### src/rtl/bcd_pkg.sv
`default_nettype none
// ============================================================================
//  Module      : bcd_pkg
//  Description : Shared constants for the sequential binary-to-BCD converter:
//                FSM state encodings, BCD digit width and the shift-and-add-3
//                threshold / correction values.
//  Revision    : 1.0 - initial release
// ============================================================================
package bcd_pkg;

    // FSM state encodings
    localparam logic [1:0] IDLE  = 2'd0;
    localparam logic [1:0] SHIFT = 2'd1;
    localparam logic [1:0] DONE  = 2'd2;

    // One BCD digit is a nibble
    localparam int BCD_DIGIT_W = 4;

    // A digit of 5 or more would exceed 9 after doubling; adding 3 first
    // makes the doubled value carry correctly into the next digit.
    localparam logic [BCD_DIGIT_W-1:0] ADD3_THRESH = 4'd5;
    localparam logic [BCD_DIGIT_W-1:0] ADD3_CORR   = 4'd3;

endpackage : bcd_pkg
`default_nettype wire

### src/rtl/bcd_digit_adj.sv
`default_nettype none
// ============================================================================
//  Module      : bcd_digit_adj
//  Description : Combinational double-dabble digit correction. Adds 3 to a
//                BCD digit when it is 5 or more, otherwise passes it through.
//  Ports       : i_digit  in  [3:0]  BCD digit before correction
//                o_digit  out [3:0]  corrected BCD digit
//  Revision    : 1.0 - initial release
// ============================================================================
module bcd_digit_adj
    import bcd_pkg::*;
(
    input  logic [BCD_DIGIT_W-1:0] i_digit,
    output logic [BCD_DIGIT_W-1:0] o_digit
);

    logic w_ge_thresh;

    assign w_ge_thresh = (i_digit >= ADD3_THRESH);
    assign o_digit     = w_ge_thresh ? (i_digit + ADD3_CORR) : i_digit;

endmodule : bcd_digit_adj
`default_nettype wire

### src/rtl/bin_to_bcd_seq.sv
`default_nettype none
// ============================================================================
//  Module      : bin_to_bcd_seq
//  Description : Sequential binary-to-BCD converter (shift-and-add-3, one
//                input bit per clock) with a start/done handshake. Feeds the
//                seven-segment display driver from the binary time counters.
//  Ports       : clk    in                 system clock, rising edge
//                reset  in                 synchronous active-high reset
//                start  in                 conversion request (IDLE only)
//                bin    in  [BIN_W-1:0]    binary value, captured on accept
//                busy   out                high in SHIFT and DONE
//                done   out                one-cycle result-valid pulse
//                bcd    out [4*DIGITS-1:0] packed BCD, MS digit in top nibble
//                ovf    out                bin exceeds 10^DIGITS - 1
//  Options     : BIN_TO_BCD_CLAMP_EN - when defined, an overflowing result
//                forces bcd to all nines; otherwise the low digits are kept.
//  Revision    : 1.0 - initial release
// ============================================================================
module bin_to_bcd_seq
    import bcd_pkg::*;
#(
    parameter int BIN_W  = 7,
    parameter int DIGITS = 2
) (
    input  logic                          clk,
    input  logic                          reset,
    input  logic                          start,
    input  logic [BIN_W-1:0]              bin,
    output logic                          busy,
    output logic                          done,
    output logic [BCD_DIGIT_W*DIGITS-1:0] bcd,
    output logic                          ovf
);

    // One extra guard digit above the result digits catches overflow.
    localparam int SR_W  = BCD_DIGIT_W*(DIGITS+1) + BIN_W;
    localparam int CNT_W = $clog2(BIN_W+1);
    localparam int RES_W = BCD_DIGIT_W*DIGITS;

    logic [1:0]       r_state;
    logic [SR_W-1:0]  r_sr;
    logic [CNT_W-1:0] r_cnt;
    logic             r_busy;
    logic             r_done;
    logic [RES_W-1:0] r_bcd;
    logic             r_ovf;

    logic [SR_W-1:0]        w_adj;
    logic [SR_W-1:0]        w_next;
    logic [RES_W-1:0]       w_low;
    logic [BCD_DIGIT_W-1:0] w_guard;
    logic                   w_guard_nz;
    logic [RES_W-1:0]       w_bcd_res;

    // Binary part of the register is never corrected, only shifted.
    assign w_adj[BIN_W-1:0] = r_sr[BIN_W-1:0];

    generate
        for (genvar g = 0; g <= DIGITS; g++) begin : g_digit_adj
            bcd_digit_adj u_adj (
                .i_digit (r_sr [BIN_W + BCD_DIGIT_W*g +: BCD_DIGIT_W]),
                .o_digit (w_adj[BIN_W + BCD_DIGIT_W*g +: BCD_DIGIT_W])
            );
        end
    endgenerate

    // Correction happens before the shift, so the final shifted value is
    // already the finished BCD result.
    assign w_next     = w_adj << 1;
    assign w_low      = w_next[BIN_W +: RES_W];
    assign w_guard    = w_next[BIN_W + RES_W +: BCD_DIGIT_W];
    assign w_guard_nz = (w_guard != '0);

`ifdef BIN_TO_BCD_CLAMP_EN
    assign w_bcd_res = w_guard_nz ? {DIGITS{4'h9}} : w_low;
`else
    assign w_bcd_res = w_low;
`endif

    always_ff @(posedge clk) begin
        if (reset) begin
            r_state <= IDLE;
            r_sr    <= '0;
            r_cnt   <= '0;
            r_busy  <= 1'b0;
            r_done  <= 1'b0;
            r_bcd   <= '0;
            r_ovf   <= 1'b0;
        end else begin
            case (r_state)
                IDLE: begin
                    r_done <= 1'b0;
                    if (start) begin
                        r_sr    <= {{(SR_W-BIN_W){1'b0}}, bin};
                        r_cnt   <= CNT_W'(BIN_W);
                        r_busy  <= 1'b1;
                        r_state <= SHIFT;
                    end
                end
                SHIFT: begin
                    r_sr  <= w_next;
                    r_cnt <= r_cnt - CNT_W'(1);
                    // Last input bit shifts in on this edge.
                    if (r_cnt == CNT_W'(1)) begin
                        r_state <= DONE;
                        r_done  <= 1'b1;
                        r_bcd   <= w_bcd_res;
                        r_ovf   <= w_guard_nz;
                    end
                end
                DONE: begin
                    r_done  <= 1'b0;
                    r_busy  <= 1'b0;
                    r_state <= IDLE;
                end
                default: begin
                    r_done  <= 1'b0;
                    r_busy  <= 1'b0;
                    r_state <= IDLE;
                end
            endcase
        end
    end

    assign busy = r_busy;
    assign done = r_done;
    assign bcd  = r_bcd;
    assign ovf  = r_ovf;

endmodule : bin_to_bcd_seq
`default_nettype wire

### config.mk
export PLATFORM = sky130hd
export DESIGN_NAME = bin_to_bcd_seq
export DESIGN_NICKNAME = d
export VERILOG_FILES = /design/src/rtl/bcd_pkg.sv /design/src/rtl/bcd_digit_adj.sv /design/src/rtl/bin_to_bcd_seq.sv
export SDC_FILE = /design/constraint.sdc
export NUM_CORES = 1
export LEC_CHECK = 0
export CAP_MARGIN = 5
export CORE_UTILIZATION = 49
export DETAILED_ROUTE_END_ITERATION = 8
export GPL_TIMING_DRIVEN = 0
export PLACE_DENSITY = 0.75
export SKIP_CTS_REPAIR_TIMING = 1
export SLEW_MARGIN = 20
export SYNTH_ARGS = -nofsm -noshare
export SYNTH_HDL_FRONTEND = slang
export SYNTH_SLANG_ARGS = --single-unit
export TNS_END_PERCENT = 1
### constraint.sdc
create_clock -name clk -period 1.5 [get_ports clk]
set_clock_uncertainty 0.1 [all_clocks]
set_input_delay 0.375 -clock clk [delete_from_list [all_inputs] [get_ports clk]]
set_output_delay 0.375 -clock clk [all_outputs]
set_load 0.03 [all_outputs]
==> tab_implementation.tex, run 1 <==
\begin{tabular}{lr}
\hline
Metric & Value \\
\hline
\multicolumn{2}{l}{\textbf{Pwr}} \\
\quad Total Power Consumption & between 1.5 and 2 mW \\
\quad Leak Pwr & roughly 0.91 nW \\
\quad Worst IR drop on VDD & 0.502 mV \\
\quad Power density cells & 865 nW/um2 \\
\multicolumn{2}{l}{\textbf{Clock tree}} \\
\quad CTS tree & built \\
\quad Number of CTS-inserted buffers & 5 \\
\quad Num Clock Sinks & 35 \\
\quad Clock transition at the registers of the reported paths & about 0.11 ns \\
\quad CTS Root Cell & clkbuf\_4 \\
\quad Number of H-tree levels & 2 \\
\quad Max Buffers Root-to-Sink & 2 \\
\quad Skew-Pair Late Insertion Delay & about 0.35 ns \\
\multicolumn{2}{l}{\textbf{Drt}} \\
\quad Wire length after detailed routing & between 3000 and 4000 um \\
\quad Drt first-iter violations & 79 \\
\quad Detailed-routing iteration count for the pre-antenna-repair pass & 4 \\
\quad Post-route DRC violation count & 0 \\
\quad Average routed wire per standard cell & $\sim$14 um \\
\quad DR vias & roughly 1400 \\
\quad Routed vias/inst & between 5 and 6 \\
\quad ANT nets after route & 0 \\
\multicolumn{2}{l}{\textbf{Outcome}} \\
\quad Run status & finished, violations left \\
\quad Failing checks & setup timing \\
\multicolumn{2}{l}{\textbf{Die}} \\
\quad IO Count & 21 \\
\quad Std cell rows & 20 \\
\quad Area of the die & between 3000 and 4000 um2 \\
\quad Chip height & around 60 um \\
\quad Initial Util & 0.531 \\
\quad Horizontal die dimension & approximately 60 um \\
\quad Total core area & around 3200 um2 \\
\multicolumn{2}{l}{\textbf{GRT}} \\
\quad Pin count of the biggest net entering global routing & 11 \\
\quad Wire length of the first global-routing pass & roughly 5800 um \\
\quad Vias in the first global route & approximately 1300 \\
\quad Antenna violations before repair & 0 \\
\quad Congestion Overflow GR & 0 \\
\quad Global routing usage summed across all routing layers & 0.220 \\
\multicolumn{2}{l}{\textbf{Yosys}} \\
\quad Most frequent cell after synthesis & dfxtp\_1 \\
\quad Proportion of netlist area held by the largest area contributor & 0.418 \\
\quad Cell type with the highest aggregate area in the netlist & dfxtp\_1 \\
\quad Mux share of post-synthesis cell area & 0.0187 \\
\quad Main combinational cell family by area after synthesis & compound AO/OA/AOI/OAI gates \\
\quad Synth top area cells & dfxtp\_1 (42\%), ha\_1 (6.0\%), nor2\_1 (3.8\%) \\
\quad Mapped cell area & roughly 1700 um2 \\
\quad Sequential area share after synthesis & 0.418 \\
\quad Number of flip-flops and latches in the synthesized netlist & 35 \\
\quad Post-synth top cells & dfxtp\_1 (35), nor2\_1 (17), nand2\_1 (16), inv\_1 (13), a21oi\_1 (9) \\
\quad Synth warn & 0 \\
\quad Post-synthesis cell count & roughly 180 \\
\quad Synthesized-area fraction occupied by adder cells & 0.0597 \\
\quad Distinct cells, synth & 45 \\
\quad Complex-gate fraction of the synthesized area & 0.237 \\
\quad Mapped Nets & approximately 200 \\
\quad Synth Area in XOR/XNOR & 0.0157 \\
\quad Top FF cell, synth & dfxtp\_1 \\
\quad Share of flip-flops with an asynchronous set or reset after synthesis & 0 \\
\quad Number of flops mapped to enable cells by yosys & 0 \\
\quad Simple-gate area share of the yosys netlist & 0.186 \\
\quad Avg Synthesized Cell Area & $\sim$9.1 um2 \\
\multicolumn{2}{l}{\textbf{STA}} \\
\quad Number of pins exceeding their max-slew limit in the final report & 0 \\
\quad Rel. slew slack & 0.661 \\
\quad Final-report setup violation count & 15 \\
\quad Setup WS post-layout & -0.153 ns \\
\quad Max Fclk & around 600 MHz \\
\quad Clock period minus final worst setup slack & 1.65 ns \\
\quad RSZ-0062 raised after global routing & yes \\
\quad Setup total negative slack & -0.715 ns \\
\quad Post-route clock period utilization & 1.10 \\
\quad Slew at the pin closest to its max-slew limit & 0.506 ns \\
\quad Number of hold violations in the final report & 0 \\
\multicolumn{2}{l}{\textbf{Worst setup path}} \\
\quad Data required time of the critical path & approximately 1.6 ns \\
\quad Capturing element type of the critical path & register \\
\quad Critical Path Source Type & input port \\
\quad Critical path class & input port to register \\
\quad Slowest cell delay on critical path & 0.53 ns \\
\quad Critical path cell sequence & clkdlybuf4s50\_1 -> buf\_2 -> clkbuf\_1 -> nand3b\_1 -> o31ai\_1 \\
\quad Largest fanout of any net on the critical path & 10 \\
\quad CP Data Arrival Time & roughly 1.8 ns \\
\quad Slowest cell on the critical path & clkdlybuf4s50\_1 \\
\multicolumn{2}{l}{\textbf{Finish}} \\
\quad Fill cell total of the finished layout & 265 \\
\quad Diode insertion count for antenna repair & 0 \\
\quad Syn-to-layout area delta & 21.6\% \\
\quad \# nets final & $\sim$230 \\
\quad Sequential cell area in the final layout & just over 700 um2 \\
\quad Multi-input gate area & 915 um2 \\
\quad Layout cell share with drive strength beyond 1 & 0.198 \\
\multicolumn{2}{l}{\textbf{Placed design}} \\
\quad Routability-driven placement congestion ratio & 0.801 \\
\quad Pre-CTS setup slack & -0.528 ns \\
\quad Detail Placement HPWL & between 2000 and 3000 um \\
\quad Number of buffers inserted by port buffering & 20 \\
\multicolumn{2}{l}{\textbf{Worst hold path}} \\
\quad Min-delay worst type & register to register \\
\multicolumn{2}{l}{\textbf{Run}} \\
\quad Count of maximum capacitance violations & 0 \\
\hline
\end{tabular}
## worst paths after layout
check                              start  endpoint  slack (ns)  cells after the start
worst max-delay path               reset    bcd[5]       -0.15                      5
worst min-delay path            r_cnt[0]  r_cnt[0]        0.36                      1
worst max register to register  r_sr[11]    bcd[5]       -0.12                      6
worst min register to register  r_cnt[0]  r_cnt[0]        0.36                      1
## report_power, final
| part | internal (mW) | total, mW | switching, mW |
|---|---|---|---|
| clock | 0.183 | 0.493 | 0.310 |
| combinational | 0.111 | 0.265 | 0.154 |
| sequential | 0.973 | 1.00 | 0.0304 |
## state kept, by name, indices dropped and copies added, names as in the netlist
| register | count |
|---|---|
| r_cnt | 3 |
| ovf | 1 |
| bcd | 8 |
| r_sr | 19 |
| busy | 1 |
| r_state | 2 |
| done | 1 |
## cell usage in the layout (no fill, tap or decap), types with 5 or more instances in the layout
cell,count
dlymetal6s2s_1,8
clkdlybuf4s50_1,8
nor3_1,5
nand2_1,16
dfxtp_2,6
clkbuf_2,5
a311oi_1,5
dfxtp_1,29
inv_1,12
clkbuf_4,5
ha_1,5
a211oi_1,6
nor3b_1,6
nand2b_1,5
nor2_1,16
a21oi_1,7
## through the flow
stage,utilization,hold slack (ns),cell area [um2],cells
final,0.646,0.360,2040,256
after detailed placement,0.614,0.361,1940,248
after global placement,0.614,0.345,1940,248
after floorplan,-,0.345,1680,184
after CTS,0.630,0.377,1990,256
after global routing,0.646,0.390,2040,256
## worst max-delay path, delay by kind of cell
family | cells | cell delay [ns]
buf+inv | 3 | 1.17
compound gates | 1 | 0.06
simple gates | 1 | 0.17
## layout make-up
cell class	count	area share
inverters	13	0.0240
clock buffers	7	0.0221
clock inverters	1	0.00246
flip-flops and latches	35	0.348
plain buffers	9	0.0295
repair buffers	20	0.0983
multi-input cells	127	0.449
well taps	44	0.0270
## per-layer routing
metal | share of wire | GRT usage | wire, um
met3 | 0.047 | 0.0597 | 174
met1 | 0.46 | 0.275 | 1700
met2 | 0.48 | 0.367 | 1750
met4 | 0.015 | 0.0714 | 57
met5 | 0 | 0 | 0
## logic make-up (layout without fill, tap and decap cells)
kind of cell	count (synthesis)	count (layout)
compound gates	53	53
xor+xnor	3	3
fa+ha+maj	8	8
buf+inv	22	50
flops	35	35
mux	3	3
simple gates	60	60
(Power assumes the default switching activity.)
==> run 2, diff against run 1 <==
==> constraint.sdc (replaced) <==
create_clock -name clk -period 1.5 [get_ports clk]
set_clock_uncertainty 0.1 [all_clocks]
set_input_delay 0.375 -clock clk [delete_from_list [all_inputs] [get_ports clk]]
set_output_delay 0.375 -clock clk [all_outputs]
set_load 0.01 [all_outputs]
==> run 2 against run 1 <==
  * The flow still finishes with violations (setup timing)
  * Core utilization rose by 0.95 points
  * Flip-flop and latch count did not move
  * First-iteration DRC count fell by 19%
  * Total power fell by 0.59%
==> tab_implementation.tex, run 2 (synthesis gave the netlist of run 1 again) <==
\begin{tabular}{lr}
\hline
Metric & Value \\
\hline
\multicolumn{2}{l}{\textbf{Worst setup path}} \\
\quad Worst setup path start & reset \\
\quad Largest fanout of any net on the critical path & 10 \\
\quad CP Data Arrival Time & around 1.8 ns \\
\quad Capturing element type of the critical path & register \\
\quad Reg-to-reg slack, setup & -0.12 ns \\
\quad Worst reg2reg endpoint & bcd[5] \\
\quad Data required time of the critical path & between 1.5 and 2 ns \\
\quad Critical R2R Launch & r\_sr[11] \\
\quad Depth of the most critical reg-to-reg path & 6 \\
\quad Critical Path Source Type & input port \\
\quad Critical path class & input port to register \\
\multicolumn{2}{l}{\textbf{Die}} \\
\quad Total core area & 3150 um2 \\
\quad Initial Util & 0.531 \\
\quad IO Count & 21 \\
\quad Area of the die & around 3700 um2 \\
\quad Chip height & 60.5 um \\
\quad Horizontal die dimension & roughly 60 um \\
\quad Std cell rows & 20 \\
\multicolumn{2}{l}{\textbf{Drt}} \\
\quad Average routed wire per standard cell & between 10 and 15 um \\
\quad Routed vias/inst & 5.50 \\
\quad ANT nets after route & 0 \\
\quad Wire length after detailed routing & 3710 um \\
\quad Detailed-routing iteration count for the pre-antenna-repair pass & 4 \\
\quad Drt first-iter violations & 64 \\
\quad Post-route DRC violation count & 0 \\
\quad DR vias & 1408 \\
\multicolumn{2}{l}{\textbf{Finish}} \\
\quad Largest register by flop count & r\_sr \\
\quad Non-filler cells in the finished layout & 256 \\
\quad Layout cell share with drive strength beyond 1 & 0.179 \\
\quad Flip-flop count of the largest register after layout & 19 \\
\quad Most common cell after layout, fill and taps aside & dfxtp\_1 \\
\quad Most used cells in the layout excluding fill and tap cells & dfxtp\_1 (29), nor2\_1 (16), nand2\_1 (16) \\
\quad \# nets final & 229 \\
\quad Diode insertion count for antenna repair & 0 \\
\quad Syn-to-layout area delta & 23.4\% \\
\quad Post-layout instance area & 2070 um2 \\
\quad Fill cell total of the finished layout & between 200 and 300 \\
\multicolumn{2}{l}{\textbf{Clock tree}} \\
\quad Number of H-tree levels & 2 \\
\quad Number of CTS-inserted buffers & 5 \\
\quad Skew-Pair Late Insertion Delay & about 0.35 ns \\
\quad Max Buffers Root-to-Sink & 2 \\
\quad CTS Root Cell & clkbuf\_4 \\
\quad Clock transition at the registers of the reported paths & roughly 0.11 ns \\
\quad Num Clock Sinks & 35 \\
\quad CTS tree & built \\
\multicolumn{2}{l}{\textbf{STA}} \\
\quad Final-report setup violation count & 14 \\
\quad Number of pins exceeding their max-slew limit in the final report & 0 \\
\quad Rel. slew slack & 0.650 \\
\quad RSZ-0062 raised after global routing & yes \\
\quad Max Fclk & around 600 MHz \\
\quad Number of hold violations in the final report & 0 \\
\quad Clock period minus final worst setup slack & 1.67 ns \\
\quad Setup WS post-layout & -0.175 ns \\
\quad Setup total negative slack & -0.841 ns \\
\quad Post-route clock period utilization & 1.12 \\
\quad Slew at the pin closest to its max-slew limit & $\sim$0.52 ns \\
\multicolumn{2}{l}{\textbf{Pwr}} \\
\quad Power density cells & 847 nW/um2 \\
\quad Switching power total & between 0.4 and 0.5 mW \\
\quad Leak Pwr & roughly 0.97 nW \\
\quad Part of the power in combinational logic & 0.146 \\
\quad Clock network fraction of design power & 0.281 \\
\quad Worst IR drop on VDD & 0.501 mV \\
\quad Internal power & 1.27 mW \\
\quad Net Sw Frac & 0.275 \\
\quad Total Power Consumption & between 1.5 and 2 mW \\
\quad Share of total power in sequential cells & 0.573 \\
\multicolumn{2}{l}{\textbf{Placed design}} \\
\quad Instance area at placement & 1940 um2 \\
\quad Detail Placement HPWL & 2580 um \\
\quad Routability-driven placement congestion ratio & between 0.8 and 0.9 \\
\quad Placed insts & 248 \\
\quad Number of buffers inserted by port buffering & 20 \\
\multicolumn{2}{l}{\textbf{GRT}} \\
\quad Antenna violations before repair & 0 \\
\quad Congestion Overflow GR & 0 \\
\quad Wire length of the first global-routing pass & $\sim$5800 um \\
\quad Global routing usage summed across all routing layers & 0.220 \\
\quad Vias in the first global route & approximately 1300 \\
\quad Pin count of the biggest net entering global routing & 11 \\
\multicolumn{2}{l}{\textbf{Outcome}} \\
\quad Run status & finished, violations left \\
\quad Failing checks & setup timing \\
\multicolumn{2}{l}{\textbf{Run}} \\
\quad Count of maximum capacitance violations & 0 \\
\multicolumn{2}{l}{\textbf{Worst hold path}} \\
\quad Min-delay worst type & register to register \\
\quad Hold\_sp & r\_cnt[0] \\
\quad Cell depth of the worst min-delay path & 1 \\
\quad Hold Crit Endpoint & r\_cnt[0] \\
\hline
\end{tabular}
## run 2: cell types whose count changed in the layout (fill, tap and decap cells not counted), sizes merged
cell / before / now
clkbuf: 14 / 10
dlymetal6s2s: 8 / 12
## run 2: per-layer routing
layer | global-route usage | vias up | share of wire
met1 | 0.275 | 651 | 0.44
met4 | 0.0714 | 0 | 0.016
met2 | 0.367 | 35 | 0.48
li1 | - | 711 | -
met3 | 0.0597 | 11 | 0.062
met5 | 0 | - | 0
## run 2: layout make-up
cell class	instances	area (um2)	share of cell area
buffer	9	60.1	0.0291
sequential	35	708	0.343
inverter	13	48.8	0.0236
tap	44	55.1	0.0266
timing repair buffer	20	230	0.111
clock inverter	1	5.00	0.00242
multi-input combinational	127	915	0.442
clock buffer	7	45.0	0.0218
## run 2: worst max path at each step
stage,endpoint,slack (ns),cells after the start
6_report,bcd[5],-0.17,5
3_5_place_dp,bcd[5],-0.53,5
4_1_cts,busy,-0.25,1
5_1_grt,bcd[5],-0.26,5
3_3_place_gp,bcd[5],-0.52,5
2_1_floorplan,r_sr[17],-0.009,6
## run 2: power groups by stage
stage | combinational, mW | clock, mW | sequential [mW]
after global routing | 0.281 | 0.545 | 1.01
after CTS | 0.250 | 0.497 | 1.00
after global placement | 0.242 | 0 | 1.02
after detailed placement | 0.249 | 0 | 1.02
after floorplan | 0.158 | 0 | 1.02
final | 0.255 | 0.492 | 1.00
## run 2: per-stage QoR
step,hold slack [ns],util,setup WS [ns]
after global routing,0.390,0.656,-0.265
after floorplan,0.345,-,-0.00870
after detailed placement,0.361,0.614,-0.528
final,0.360,0.656,-0.175
after global placement,0.345,0.614,-0.519
after CTS,0.377,0.630,-0.247
## run 2: critical path: stages
cell             delay [ns]
clkdlybuf4s50_1        0.54
buf_2                  0.25
clkbuf_1               0.41
nand3b_1               0.17
o31ai_1                0.06
==> run 3, diff against run 2 <==
- CORE_MARGIN: default -> 4
- SKIP_CTS_REPAIR_TIMING: 1 -> default
==> run 3 against run 2 <==
  * The flow still finishes with violations (setup timing)
  * Cell count rose by 0.78%
  * First-iteration DRC count grew 28%
  * Via count up 5.0%
  * Sequential power barely moved
  * Register-to-register slack improved by 0.06 ns
  * Highest routed layer unchanged
==> tab_implementation.tex, run 3 (synthesis gave the netlist of run 1 again) <==
\begin{tabular}{lr}
\hline
Metric & Value \\
\hline
\multicolumn{2}{l}{\textbf{Outcome}} \\
\quad Run status & finished, violations left \\
\quad Failing checks & setup timing \\
\multicolumn{2}{l}{\textbf{Drt}} \\
\quad Post-route DRC violation count & 0 \\
\quad Drt first-iter violations & 82 \\
\quad DR vias & around 1500 \\
\quad Detailed-routing iteration count for the pre-antenna-repair pass & 4 \\
\quad Average routed wire per standard cell & around 16 um \\
\quad Wire length after detailed routing & 4020 um \\
\quad Routed vias/inst & 5.73 \\
\quad ANT nets after route & 0 \\
\multicolumn{2}{l}{\textbf{Pwr}} \\
\quad Total Power Consumption & approximately 1.9 mW \\
\quad Worst IR drop on VDD & about 0.57 mV \\
\quad Share of total power in sequential cells & 0.537 \\
\quad Clock network fraction of design power & 0.321 \\
\quad Leak Pwr & around 0.85 nW \\
\quad Internal power & 1.36 mW \\
\quad Part of the power in combinational logic & 0.142 \\
\quad Switching power total & between 0.5 and 0.6 mW \\
\quad Net Sw Frac & 0.269 \\
\quad Power density cells & around 900 nW/um2 \\
\multicolumn{2}{l}{\textbf{Finish}} \\
\quad Fill cell total of the finished layout & 260 \\
\quad Diode insertion count for antenna repair & 0 \\
\quad Flip-flop count of the largest register after layout & 19 \\
\quad Layout cell share with drive strength beyond 1 & 0.248 \\
\quad Post-Route Utilization & 0.675 \\
\quad Most common cell after layout, fill and taps aside & dfxtp\_1 \\
\quad Largest register by flop count & r\_sr \\
\quad Most used cells in the layout excluding fill and tap cells & dfxtp\_1 (28), nor2\_1 (16), nand2\_1 (16) \\
\quad Syn-to-layout area delta & 27.0\% \\
\quad \# nets final & between 200 and 250 \\
\quad Post-layout instance area & $\sim$2100 um2 \\
\multicolumn{2}{l}{\textbf{Worst setup path}} \\
\quad Worst setup path start & r\_sr[8] \\
\quad Critical path class & register to register \\
\quad Capturing element type of the critical path & register \\
\quad Depth of the most critical reg-to-reg path & 6 \\
\quad Data required time of the critical path & approximately 1.7 ns \\
\quad Critical R2R Launch & r\_sr[8] \\
\quad Largest fanout of any net on the critical path & 3 \\
\quad CP Data Arrival Time & $\sim$1.8 ns \\
\quad Critical Path Source Type & register \\
\multicolumn{2}{l}{\textbf{Run}} \\
\quad Count of maximum capacitance violations & 0 \\
\multicolumn{2}{l}{\textbf{Clock tree}} \\
\quad Clock transition at the registers of the reported paths & 0.11 ns \\
\quad Number of CTS-inserted buffers & 5 \\
\quad Max Buffers Root-to-Sink & 2 \\
\quad CTS tree & built \\
\quad Num Clock Sinks & 35 \\
\quad Skew-Pair Late Insertion Delay & 0.35 ns \\
\quad CTS Root Cell & clkbuf\_4 \\
\quad Number of H-tree levels & 2 \\
\multicolumn{2}{l}{\textbf{GRT}} \\
\quad Antenna violations before repair & 0 \\
\quad Congestion Overflow GR & 0 \\
\quad Global routing usage summed across all routing layers & 0.190 \\
\quad Pin count of the biggest net entering global routing & 11 \\
\quad Vias in the first global route & 1364 \\
\quad Wire length of the first global-routing pass & between 6000 and 7000 um \\
\multicolumn{2}{l}{\textbf{STA}} \\
\quad Post-route clock period utilization & 1.04 \\
\quad Number of pins exceeding their max-slew limit in the final report & 0 \\
\quad Setup WS post-layout & -0.0646 ns \\
\quad Rel. slew slack & 0.689 \\
\quad Max Fclk & 639 MHz \\
\quad Number of hold violations in the final report & 0 \\
\quad Final-report setup violation count & 6 \\
\quad Slew at the pin closest to its max-slew limit & 0.464 ns \\
\quad Clock period minus final worst setup slack & around 1.6 ns \\
\quad RSZ-0062 raised after global routing & yes \\
\multicolumn{2}{l}{\textbf{Die}} \\
\quad Std cell rows & 20 \\
\quad Chip height & 66.5 um \\
\quad Horizontal die dimension & about 66 um \\
\quad Area of the die & around 4400 um2 \\
\quad Initial Util & 0.531 \\
\quad IO Count & 21 \\
\quad Total core area & $\sim$3200 um2 \\
\multicolumn{2}{l}{\textbf{Worst hold path}} \\
\quad Hold\_sp & bcd[0] \\
\quad Cell depth of the worst min-delay path & 2 \\
\quad Min-delay worst type & register to register \\
\multicolumn{2}{l}{\textbf{Placed design}} \\
\quad Instance area at placement & just under 2000 um2 \\
\quad Pre-CTS setup slack & -0.520 ns \\
\quad Number of buffers inserted by port buffering & 20 \\
\quad Routability-driven placement congestion ratio & about 0.86 \\
\quad Detail Placement HPWL & approximately 2700 um \\
\hline
\end{tabular}
==> run 3: repair_timing <==
action,in CTS,in global routing
endpoints found under the setup margin,42,18
gates resized for setup,31,15
setup buffers,0,2
hold buffers,0,0
pin swaps,2,3
==> run 3: layer usage <==
layer	vias up	track usage	wire length, um
li1	719	-	-
met1	719	0.232	1830
met2	30	0.310	1930
met3	10	0.0422	170
met4	0	0.102	95
met5	-	0	0
==> run 3: worst paths after layout <==
kind	to	slack [ns]
hold / removal	bcd[0]	0.37
setup / recovery	r_sr[9]	-0.06
hold reg to reg	bcd[0]	0.37
setup reg to reg	r_sr[9]	-0.06
==> run 3: through the flow <==
stage	cells	hold slack (ns)	setup TNS, ns
4_1_cts	256	0.368	-0.271
3_3_place_gp	248	0.345	-12.44
2_1_floorplan	184	0.345	-0.00870
6_report	258	0.366	-0.178
3_5_place_dp	248	0.355	-12.26
5_1_grt	258	0.383	-1.07
==> run 3: layout make-up <==
cell class                 instances  area [um2]  area share
multi-input combinational        127         975       0.458
sequential                        35         712       0.335
timing repair buffer              22         200      0.0941
clock buffer                       8        68.8      0.0324
buffer                             9        65.1      0.0306
tap                               44        55.1      0.0259
inverter                          13        51.3      0.0241
==> run 3: worst max-delay path: stages (launching register included) <==
cell,delay [ns]
dfxtp_2,0.35
inv_1,0.08
ha_1,0.18
nand2b_4,0.14
a21oi_2,0.21
mux2i_1,0.29
a22o_1,0.15
==> run 3: power groups by stage <==
stage / combinational [mW] / clock, mW / sequential, mW
2_1_floorplan: 0.158 / 0 / 1.02
3_3_place_gp: 0.244 / 0 / 1.02
3_5_place_dp: 0.249 / 0 / 1.02
4_1_cts: 0.252 / 0.603 / 1.00
5_1_grt: 0.289 / 0.639 / 1.01
6_report: 0.264 / 0.600 / 1.00
